<file path="src/rtl/alu4_result_stage.sv">
// alu4_result_stage
// Registered execute/result stage of the small arithmetic unit. It accepts
// two operands and an opcode through a valid/ready handshake. Single-cycle
// ops (ADD, SUB, AND, OR, XOR, XNOR, PASS A) produce a result one cycle after
// accept. MUL runs as a MUL_CYCLES-step shift-add. The result and flags are
// held until the consumer takes them.
//
// Ports:
//   clk        rising-edge clock
//   reset      synchronous, active-high reset
//   in_valid   operand/opcode presented
//   in_ready   stage can accept an operand/opcode (combinational)
//   a, b       WIDTH-bit operands
//   op         000 ADD, 001 SUB, 010 AND, 011 OR, 100 XOR, 101 XNOR,
//              110 MUL, 111 PASS A
//   out_valid  result registered and held
//   out_ready  consumer accepts the result
//   result     2*WIDTH bits; upper half is only non-zero for MUL
//   carry      ADD carry-out / SUB no-borrow, 0 otherwise
//   zero       result == 0 over the full 2*WIDTH width
//   overflow   signed overflow for ADD/SUB, 0 otherwise
module alu4_result_stage #(
    parameter int WIDTH      = 4,
    parameter int MUL_CYCLES = 4
) (
    input  logic                 clk,
    input  logic                 reset,
    input  logic                 in_valid,
    output logic                 in_ready,
    input  logic [WIDTH-1:0]     a,
    input  logic [WIDTH-1:0]     b,
    input  logic [2:0]           op,
    output logic                 out_valid,
    input  logic                 out_ready,
    output logic [2*WIDTH-1:0]   result,
    output logic                 carry,
    output logic                 zero,
    output logic                 overflow
);

    localparam int CW = $clog2(MUL_CYCLES) + 1;

    localparam logic [1:0] IDLE    = 2'd0;
    localparam logic [1:0] MUL_RUN = 2'd1;
    localparam logic [1:0] HOLD    = 2'd2;

    localparam logic [2:0] OP_ADD  = 3'b000;
    localparam logic [2:0] OP_SUB  = 3'b001;
    localparam logic [2:0] OP_AND  = 3'b010;
    localparam logic [2:0] OP_OR   = 3'b011;
    localparam logic [2:0] OP_XOR  = 3'b100;
    localparam logic [2:0] OP_XNOR = 3'b101;
    localparam logic [2:0] OP_MUL  = 3'b110;
    localparam logic [2:0] OP_PASS = 3'b111;

    logic [1:0]           state;
    logic [2*WIDTH-1:0]   mcand;
    logic [WIDTH-1:0]     mplier;
    logic [2*WIDTH-1:0]   acc;
    logic [CW-1:0]        count;

    logic                 accept;
    logic [WIDTH:0]       sum_ext;
    logic [WIDTH:0]       diff_ext;
    logic [WIDTH-1:0]     alu_res;
    logic                 alu_carry;
    logic                 alu_ovf;
    logic [2*WIDTH-1:0]   alu_wide;
    logic [2*WIDTH-1:0]   acc_next;
    logic                 mul_last;

    // A new op can enter when idle, or when the held result retires in the
    // same edge, which gives one result per cycle for single-cycle ops.
    assign in_ready  = (state == IDLE) || ((state == HOLD) && out_ready);
    assign out_valid = (state == HOLD);
    assign accept    = in_valid && in_ready;

    // Single-cycle datapath. SUB is A + ~B + 1 so its carry-out is the
    // no-borrow flag. Overflow uses the sign rule on the WIDTH-bit result.
    always_comb begin
        sum_ext   = {1'b0, a} + {1'b0, b};
        diff_ext  = {1'b0, a} + {1'b0, ~b} + {{WIDTH{1'b0}}, 1'b1};
        alu_res   = '0;
        alu_carry = 1'b0;
        alu_ovf   = 1'b0;
        case (op)
            OP_ADD: begin
                alu_res   = sum_ext[WIDTH-1:0];
                alu_carry = sum_ext[WIDTH];
                alu_ovf   = (a[WIDTH-1] == b[WIDTH-1]) &&
                            (sum_ext[WIDTH-1] != a[WIDTH-1]);
            end
            OP_SUB: begin
                alu_res   = diff_ext[WIDTH-1:0];
                alu_carry = diff_ext[WIDTH];
                alu_ovf   = (a[WIDTH-1] != b[WIDTH-1]) &&
                            (diff_ext[WIDTH-1] != a[WIDTH-1]);
            end
            OP_AND:  alu_res = a & b;
            OP_OR:   alu_res = a | b;
            OP_XOR:  alu_res = a ^ b;
            OP_XNOR: alu_res = ~(a ^ b);
            OP_PASS: alu_res = a;
            default: alu_res = '0;
        endcase
        alu_wide = {{WIDTH{1'b0}}, alu_res};
    end

    // One shift-add step. The multiplier is shifted right and the
    // multiplicand left each step, so bit 0 of the multiplier register is
    // always multiplier bit[count] and the multiplicand is already shifted
    // by count.
    always_comb begin
        acc_next = acc + (mplier[0] ? mcand : '0);
        mul_last = (count == CW'(MUL_CYCLES - 1));
    end

    // Control and result registers. Reset aborts any running MUL or held
    // result in the same edge.
    always_ff @(posedge clk) begin
        if (reset) begin
            state    <= IDLE;
            mcand    <= '0;
            mplier   <= '0;
            acc      <= '0;
            count    <= '0;
            result   <= '0;
            carry    <= 1'b0;
            zero     <= 1'b0;
            overflow <= 1'b0;
        end else if (accept) begin
            if (op == OP_MUL) begin
                mcand  <= {{WIDTH{1'b0}}, a};
                mplier <= b;
                acc    <= '0;
                count  <= '0;
                state  <= MUL_RUN;
            end else begin
                result   <= alu_wide;
                carry    <= alu_carry;
                zero     <= (alu_wide == '0);
                overflow <= alu_ovf;
                state    <= HOLD;
            end
        end else if (state == MUL_RUN) begin
            acc    <= acc_next;
            mcand  <= mcand << 1;
            mplier <= mplier >> 1;
            count  <= count + 1'b1;
            if (mul_last) begin
                result   <= acc_next;
                zero     <= (acc_next == '0);
                carry    <= 1'b0;
                overflow <= 1'b0;
                state    <= HOLD;
            end
        end else if ((state == HOLD) && out_ready) begin
            state <= IDLE;
        end else if ((state != IDLE) && (state != HOLD)) begin
            state <= IDLE;
        end
    end

endmodule

</file>
<file path="config.mk">
export PLATFORM = sky130hd
export DESIGN_NAME = alu4_result_stage
export DESIGN_NICKNAME = d
export VERILOG_FILES = /design/src/rtl/alu4_result_stage.sv
export SDC_FILE = /design/constraint.sdc
export NUM_CORES = 1
export LEC_CHECK = 0
export BUFFER_PORTS_ARGS = -buffer_cell sky130_fd_sc_hd__buf_2
export CORE_UTILIZATION = 35
export CTS_BUF_LIST = sky130_fd_sc_hd__clkbuf_16
export CTS_CLUSTER_SIZE = 28
export DETAILED_ROUTE_END_ITERATION = 7
export SYNTH_ARGS = -nofsm -noshare
export SYNTH_HDL_FRONTEND = slang
export SYNTH_SLANG_ARGS = --single-unit
</file>
<file path="constraint.sdc">
create_clock -name clk -period 3.1 [get_ports clk]
set_clock_uncertainty 0.15 [all_clocks]
set_input_delay 0.62 -clock clk [delete_from_list [all_inputs] [get_ports clk]]
set_output_delay 0.62 -clock clk [all_outputs]
set_load 0.03 [all_outputs]
</file>
==> Implementation_results.wiki, run 1 <==
{| class="wikitable"
! Metric !! Value
|-
| Critical Path AT || a little under 3 ns
|-
| Detailed-route wire length per cell || around 14 µm
|-
| WL final || 5.492 mm
|-
| Final weighted congestion in routability-driven placement || between 0.8 and 0.9
|-
| Starting DRC count in detailed routing || 99
|-
| Total negative slack || 0 ns
|-
| Number of remaining DRC errors || 0
|-
| Hold bufs inserted after CTS || 0
|-
| Share of the clock period used by the worst path after layout || between 90% and 100%
|-
| Fraction of layout cells with a size suffix above 1 || between 10% and 20%
|-
| Filler cells || about 670
|-
| Tightest Hold Check Type || reg -> reg
|-
| Max-cap violations || 0
|-
| Fraction of synthesized cell area taken by the top area cell type || roughly 30%
|-
| Classification of the worst setup path || reg -> reg
|-
| Setup slack on the worst flop-to-flop path || about 0.26 ns
|-
| Unrepaired setup endpoints after global routing || no
|-
| Total number of yosys warnings || 0
|-
| Placed cell count || 386
|-
| Minimum clock period || roughly 2.8 ns
|-
| Core region area || 6531 µm²
|-
| Vias per std cell || roughly 5.3
|-
| Result of the run || finished, final reports clean
|-
| Worst flop-to-flop path endpoint || zero
|-
| Top_reg_cell synth || sky130_fd_sc_hd__dfxtp_1
|-
| Post-CTS resize count || 0
|-
| FF-to-FF Start || mplier[0]
|-
| Synthesized cell area || between 2000 and 2500 µm²
|-
| First-pass GRT wire length || 9.363 mm
|-
| Number of global-route vias before repair || slightly below 2000
|-
| Antenna violations before repair || 0
|-
| Via count of the routed design || 2103
|-
| NumNets Final || between 300 and 400
|-
| P per Cell Area || roughly 410 nW/µm²
|-
| Iteration count of the initial detailed-routing pass || 4
|-
| Leakage power total || around 0.0012 µW
|-
| Final hold vios || 0
|-
| Number of buffers created by CTS || 5
|-
| Worst IR Drop VDD || 0.0001780 V
|-
| Total die area || a little over 7000 µm²
|-
| Required time worst endpoint || around 3.2 ns
|-
| Worst Setup Slack post-DPL || about 0.23 ns
|-
| Slew at the pin with the worst max-slew slack || between 0.4 and 0.5 ns
|-
| Depth of the worst register-to-register path || 9
|-
| Post-Synthesis Cells || just under 300
|-
| Share of async-settable or async-resettable flops after synthesis || 0%
|-
| Std cell rows || 29
|-
| Finished Layout Cells || slightly below 400
|-
| H-tree Lvls || 2
|-
| Y dimension of the die || about 85 µm
|-
| Source-to-sink clock delay at the later pin of the worst-skew pair || between 0.2 and 0.3 ns
|-
| Hold path start || result[0]
|-
| I/O pin count || 28
|-
| Syn Area/Cell || ~8.3 µm²
|-
| Buffers inserted by post-CTS timing repair || 0
|-
| Fmax || 0.3516 GHz
|-
| Number of flops mapped to enable cells by yosys || 0
|-
| Final antenna-violating net count || 0
|-
| Die extent in x || 85.24 µm
|-
| Deepest clock path buffer count || 2
|-
| Maximum number of pins on one net before global-route repair || 39
|-
| Clock-pin slew reported for the worst setup and hold paths after clock tree synthesis || around 0.05 ns
|-
| Maximum fanout count along the critical path || 9
|-
| Count of final setup violators || 0
|-
| Seq/Total Area, Yosys || between 20% and 30%
|-
| Post-synth net total || 330
|-
| Synthesized flop and latch total || 36
|-
| Hold worst-path end || result[0]
|-
| TritonCTS clock tree || yes
|-
| Sum of net half-perimeters after detailed placement || roughly 4.1 mm
|-
| Count of unique library cells instantiated by Yosys || 54
|-
| Source of the critical timing path || mplier[0]
|-
| Number of port buffers || 27
|-
| Gr ovfl total || 0
|-
| Endpoint type of the worst setup path || flop
|-
| Slew Limit Headroom || between 70% and 80%
|-
| CTS Root Buffer Type || sky130_fd_sc_hd__clkbuf_16
|-
| Antenna Cells || 0
|-
| Clock sinks || 36
|-
| Leading cell type in the layout, fill and taps excluded || sky130_fd_sc_hd__dfxtp_1
|-
| Max Slew Vio Count || 0
|-
| Cell accounting for the most synthesized area || sky130_fd_sc_hd__dfxtp_1
|-
| Initial Utilization || 37.13%
|-
| Area growth from synthesis to layout || 14.45%
|-
| Nature of the critical path startpoint || flop
|-
| Commonest non-fill, non-tap cells in the layout || sky130_fd_sc_hd__dfxtp_1, sky130_fd_sc_hd__nor2_1, sky130_fd_sc_hd__buf_2, sky130_fd_sc_hd__a21oi_1, sky130_fd_sc_hd__nand2_1
|-
| Setup slack after layout || between 0.2 and 0.3 ns
|-
| Hold Crit Depth || 2
|-
| Gr usage total || between 15 and 20%
|-
| Top cells by area, synth || sky130_fd_sc_hd__dfxtp_1, sky130_fd_sc_hd__ha_1, sky130_fd_sc_hd__a21oi_1
|}
[layer usage]
metal	vias up	track usage [%]	share of wire, %
met5	-	0	0
met4	0	6.009	1.1
met3	6	4.086	3.5
met2	35	25.66	44
met1	981	22.46	52
li1	1081	-	-
[synthesized netlist by cell type (all sizes together), types with 2 or more instances]
cell type	count
a2111oi	2
a211oi	11
a21o	3
a21oi	26
a22oi	5
a31oi	3
and2	9
buf	6
clkbuf	9
dfxtp	36
fa	3
ha	21
inv	15
mux2i	6
nand2	24
nand2b	6
nand3	15
nand3b	2
nor2	29
nor2b	6
nor3	3
o211ai	2
o21a	2
o21ai	8
o21bai	3
o22ai	2
o31a	2
o31ai	2
or3	2
xnor2	9
xor2	2
[worst max-delay path by stage]
stage | to | slack [ns] | cells past startpoint
floorplan | zero | 0.48 | 8
global placement | zero | 0.27 | 9
detailed placement | zero | 0.23 | 9
CTS | zero | 0.25 | 9
global route | zero | 0.05 | 9
finish | zero | 0.26 | 9
[logic make-up (layout without fill, tap and decap cells)]
group / count (synthesis) / after routing / synth area share [%]
flops: 36 / 36 / 29.72
fa+ha+maj: 24 / 24 / 13.31
mux: 8 / 8 / 4.025
simple gates: 103 / 103 / 20.95
xor+xnor: 11 / 11 / 3.973
compound gates: 79 / 79 / 23.12
buf+inv: 30 / 56 / 4.901
[critical path, stage by stage, from the launching register on]
cell and delay, ns:
sky130_fd_sc_hd__dfxtp_1 0.38, sky130_fd_sc_hd__and2_1 0.17, sky130_fd_sc_hd__ha_1 0.22, sky130_fd_sc_hd__fa_1 0.42, sky130_fd_sc_hd__a21o_1 0.19, sky130_fd_sc_hd__a21oi_2 0.15, sky130_fd_sc_hd__xnor2_1 0.14, sky130_fd_sc_hd__or4_1 0.48
sky130_fd_sc_hd__nor4_1 0.31, sky130_fd_sc_hd__a31o_1 0.18
[stage by stage]
| step | utilization, % | power [µW] | hold slack, ns | area, µm² |
|---|---|---|---|---|
| floorplan | - | 638.9 | 0.2905 | 2425 |
| global placement | 40.40 | 693.4 | 0.2858 | 2639 |
| detailed placement | 40.40 | 695.2 | 0.2967 | 2639 |
| CTS | 42.49 | 1163 | 0.3041 | 2775 |
| global route | 42.49 | 1210 | 0.3330 | 2775 |
| finish | 42.49 | 1151 | 0.2998 | 2775 |
[final cells by class]
type                       count  area (µm²)  share of cell area (%)
multi-input combinational    225        1585                   57.12
sequential                    36       720.7                   25.97
timing repair buffer          33       180.2                   6.492
clock buffer                   5       125.1                   4.509
tap                           77       96.34                   3.472
inverter                      15       56.30                   2.029
clock inverter                 3       11.26                  0.4058
[registers in the layout, summed over array words and instances (netlist names)]
name / flops
mcand: 8
mplier: 4
state: 2
overflow: 1
zero: 1
result: 8
carry: 1
acc: 8
count: 3
[report_power, final]
group          switching, µW  internal [µW]  leakage, µW
Sequential              8.70            476     0.000292
Combinational            120           79.2     0.000804
Clock                    178            288    0.0000738
Note: power is estimated with default switching activity, not from simulation.
==> inputs of run 2 (changes only) <==
--- a/config.mk
+++ b/config.mk
@@ -5,7 +5,7 @@
 export SDC_FILE = /design/constraint.sdc
 export NUM_CORES = 1
 export LEC_CHECK = 0
-export BUFFER_PORTS_ARGS = -buffer_cell sky130_fd_sc_hd__buf_2
+export BUFFER_PORTS_ARGS = -buffer_cell sky130_fd_sc_hd__buf_4
 export CORE_UTILIZATION = 35
 export CTS_BUF_LIST = sky130_fd_sc_hd__clkbuf_16
 export CTS_CLUSTER_SIZE = 28
==> run 2 against run 1 <==
Against the previous run:
- sequential cell count is the same
- largest power group unchanged
- worst setup slack gained 0.12 ns
- wire length grew 3.8%
- final area grew 2.6%
- via count grew 0.57%
- register-to-register slack gained 0.12 ns
- sequential share of layout area shrank 0.65 points
- global-route usage grew 0.82 points
- die area is the same
- clock-buffer cell count is the same
- critical endpoint unchanged
- fmax grew 4.5%
- utilization grew 1.1 points
==> Implementation_results.wiki, run 2 (synthesis results as in run 1) <==
{| class="wikitable"
! Metric !! Value
|-
| Finished Cell Area || between 2000 and 3000 µm²
|-
| Nature of the critical path startpoint || flop
|-
| Number of port buffers || 27
|-
| Post-CTS resize count || 0
|-
| Commonest non-fill, non-tap cells in the layout || sky130_fd_sc_hd__dfxtp_1, sky130_fd_sc_hd__buf_4, sky130_fd_sc_hd__nor2_1, sky130_fd_sc_hd__a21oi_1, sky130_fd_sc_hd__nand2_1
|-
| Depth of the worst register-to-register path || 9
|-
| Gr usage total || approximately 17%
|-
| Number of remaining DRC errors || 0
|-
| H-tree Lvls || 2
|-
| Minimum clock period || roughly 2.7 ns
|-
| Number of buffers created by CTS || 5
|-
| Tightest Hold Check Type || reg -> reg
|-
| Leakage power total || 0.001178 µW
|-
| Result of the run || finished, final reports clean
|-
| Placed cell area || between 2000 and 3000 µm²
|-
| Required time worst endpoint || between 3 and 4 ns
|-
| I/O pin count || 28
|-
| Worst flop-to-flop path endpoint || zero
|-
| Antenna Cells || 0
|-
| Area growth from synthesis to layout || 17.39%
|-
| Maximum number of pins on one net before global-route repair || 40
|-
| Std cell rows || 29
|-
| Fraction of layout cells with a size suffix above 1 || between 10% and 20%
|-
| Core region area || between 6000 and 7000 µm²
|-
| Starting DRC count in detailed routing || 73
|-
| Initial Utilization || around 37%
|-
| FF-to-FF Start || mcand[0]
|-
| Area taken by multi-input logic gates || approximately 1600 µm²
|-
| Unrepaired setup endpoints after global routing || no
|-
| Hold worst-path end || result[0]
|-
| Slew at the pin with the worst max-slew slack || around 0.49 ns
|-
| Critical Path AT || ~2.8 ns
|-
| Die extent in x || about 85 µm
|-
| Sum of net half-perimeters after detailed placement || 4.279 mm
|-
| Vias per std cell || 5.368
|-
| Source-to-sink clock delay at the later pin of the worst-skew pair || ~0.28 ns
|-
| Fmax || between 0.3 and 0.4 GHz
|-
| Total negative slack || 0 ns
|-
| Detailed-route wire length per cell || 14.46 µm
|-
| Maximum fanout count along the critical path || 3
|-
| Total die area || a little over 7000 µm²
|-
| Endpoint type of the worst setup path || flop
|-
| Largest registers || acc x8, mcand x8, result x8
|-
| Classification of the worst setup path || reg -> reg
|-
| Buffers inserted by post-CTS timing repair || 0
|-
| Worst IR Drop VDD || 0.0001740 V
|-
| First-pass GRT wire length || ~9.9 mm
|-
| Post-layout utilization of the core || ~44%
|-
| Max Slew Vio Count || 0
|-
| Hold bufs inserted after CTS || 0
|-
| Setup slack on the worst flop-to-flop path || 0.38 ns
|-
| Hold Crit Depth || 2
|-
| Hold path start || result[0]
|-
| Share of the clock period used by the worst path after layout || 87.81%
|-
| Worst hold slack after final layout || ~0.3 ns
|-
| Count of final setup violators || 0
|-
| Clock-pin slew reported for the worst setup and hold paths after clock tree synthesis || ~0.050 ns
|-
| Final weighted congestion in routability-driven placement || 0.8585
|-
| Iteration count of the initial detailed-routing pass || 4
|-
| Gr ovfl total || 0
|-
| Flip-flop and latch area || 720.7 µm²
|-
| Deepest clock path buffer count || 2
|-
| TritonCTS clock tree || yes
|-
| Via count of the routed design || between 2000 and 2500
|-
| CTS Root Buffer Type || sky130_fd_sc_hd__clkbuf_16
|-
| Antenna violations before repair || 0
|-
| Final antenna-violating net count || 0
|-
| Leading cell type in the layout, fill and taps excluded || sky130_fd_sc_hd__dfxtp_1
|-
| Final hold vios || 0
|-
| NumNets Final || about 360
|-
| Number of global-route vias before repair || ~2100
|-
| Filler cells || ~700
|-
| P per Cell Area || slightly above 400 nW/µm²
|-
| WL final || roughly 5.7 mm
|-
| Clock sinks || 36
|-
| Y dimension of the die || about 85 µm
|-
| Max-cap violations || 0
|-
| Slew Limit Headroom || 67.32%
|}
## run 2: cell types whose count changed in the layout (fill, tap and decap cells not counted)
cell,previous run,this run
sky130_fd_sc_hd__inv_1,17,16
sky130_fd_sc_hd__buf_2,27,0
sky130_fd_sc_hd__clkinvlp_4,0,1
sky130_fd_sc_hd__buf_4,6,33
## run 2: how the worst max path moves through the flow
stage | from | to | slack [ns] | depth (start not counted)
floorplan | a[1] | zero | 0.48 | 8
global placement | a[1] | zero | 0.28 | 9
detailed placement | a[0] | zero | 0.21 | 9
CTS | mcand[0] | zero | 0.35 | 9
global route | mcand[0] | zero | 0.25 | 9
finish | mcand[0] | zero | 0.38 | 9
## run 2: critical path, cell delays in order (launching register included)
cell and delay (ns):
sky130_fd_sc_hd__dfxtp_1 0.32, sky130_fd_sc_hd__and2_1 0.16, sky130_fd_sc_hd__ha_1 0.22, sky130_fd_sc_hd__fa_1 0.42, sky130_fd_sc_hd__a21o_1 0.19, sky130_fd_sc_hd__a21oi_2 0.14, sky130_fd_sc_hd__xnor2_1 0.13, sky130_fd_sc_hd__or4_1 0.48
sky130_fd_sc_hd__nor4_1 0.28, sky130_fd_sc_hd__a31o_1 0.18
## run 2: power breakdown
part / switching, µW / internal, µW
sequential: 8.01 / 476
clock: 183 / 291
combinational: 124 / 89.1
total: 315 / 856
## run 2: area by class of cell
cell class,instances,area share [%]
well taps,77,3.385
clock inverters,3,0.5275
multi-input cells,225,55.69
flip-flops and latches,36,25.32
clock buffers,5,4.396
repair buffers,33,8.703
inverters,15,1.978
## run 2: stage by stage
| step | total power (µW) | std cells | setup WS (ns) |
|---|---|---|---|
| 3_5_place_dp | 706.9 | 386 | 0.2111 |
| 3_3_place_gp | 703.9 | 386 | 0.2757 |
| 2_1_floorplan | 638.9 | 291 | 0.4837 |
| 6_report | 1172 | 394 | 0.3778 |
| 4_1_cts | 1197 | 394 | 0.3526 |
| 5_1_grt | 1236 | 394 | 0.2478 |
## run 2: routing by layer
metal / vias up / share of wire [%] / GRT usage (%)
met3: 7 / 3.7 / 3.405
met1: 984 / 49 / 23.43
met4: 0 / 1.3 / 6.009
met5: - / 0 / 0
li1: 1084 / - / -
met2: 40 / 46 / 27.86
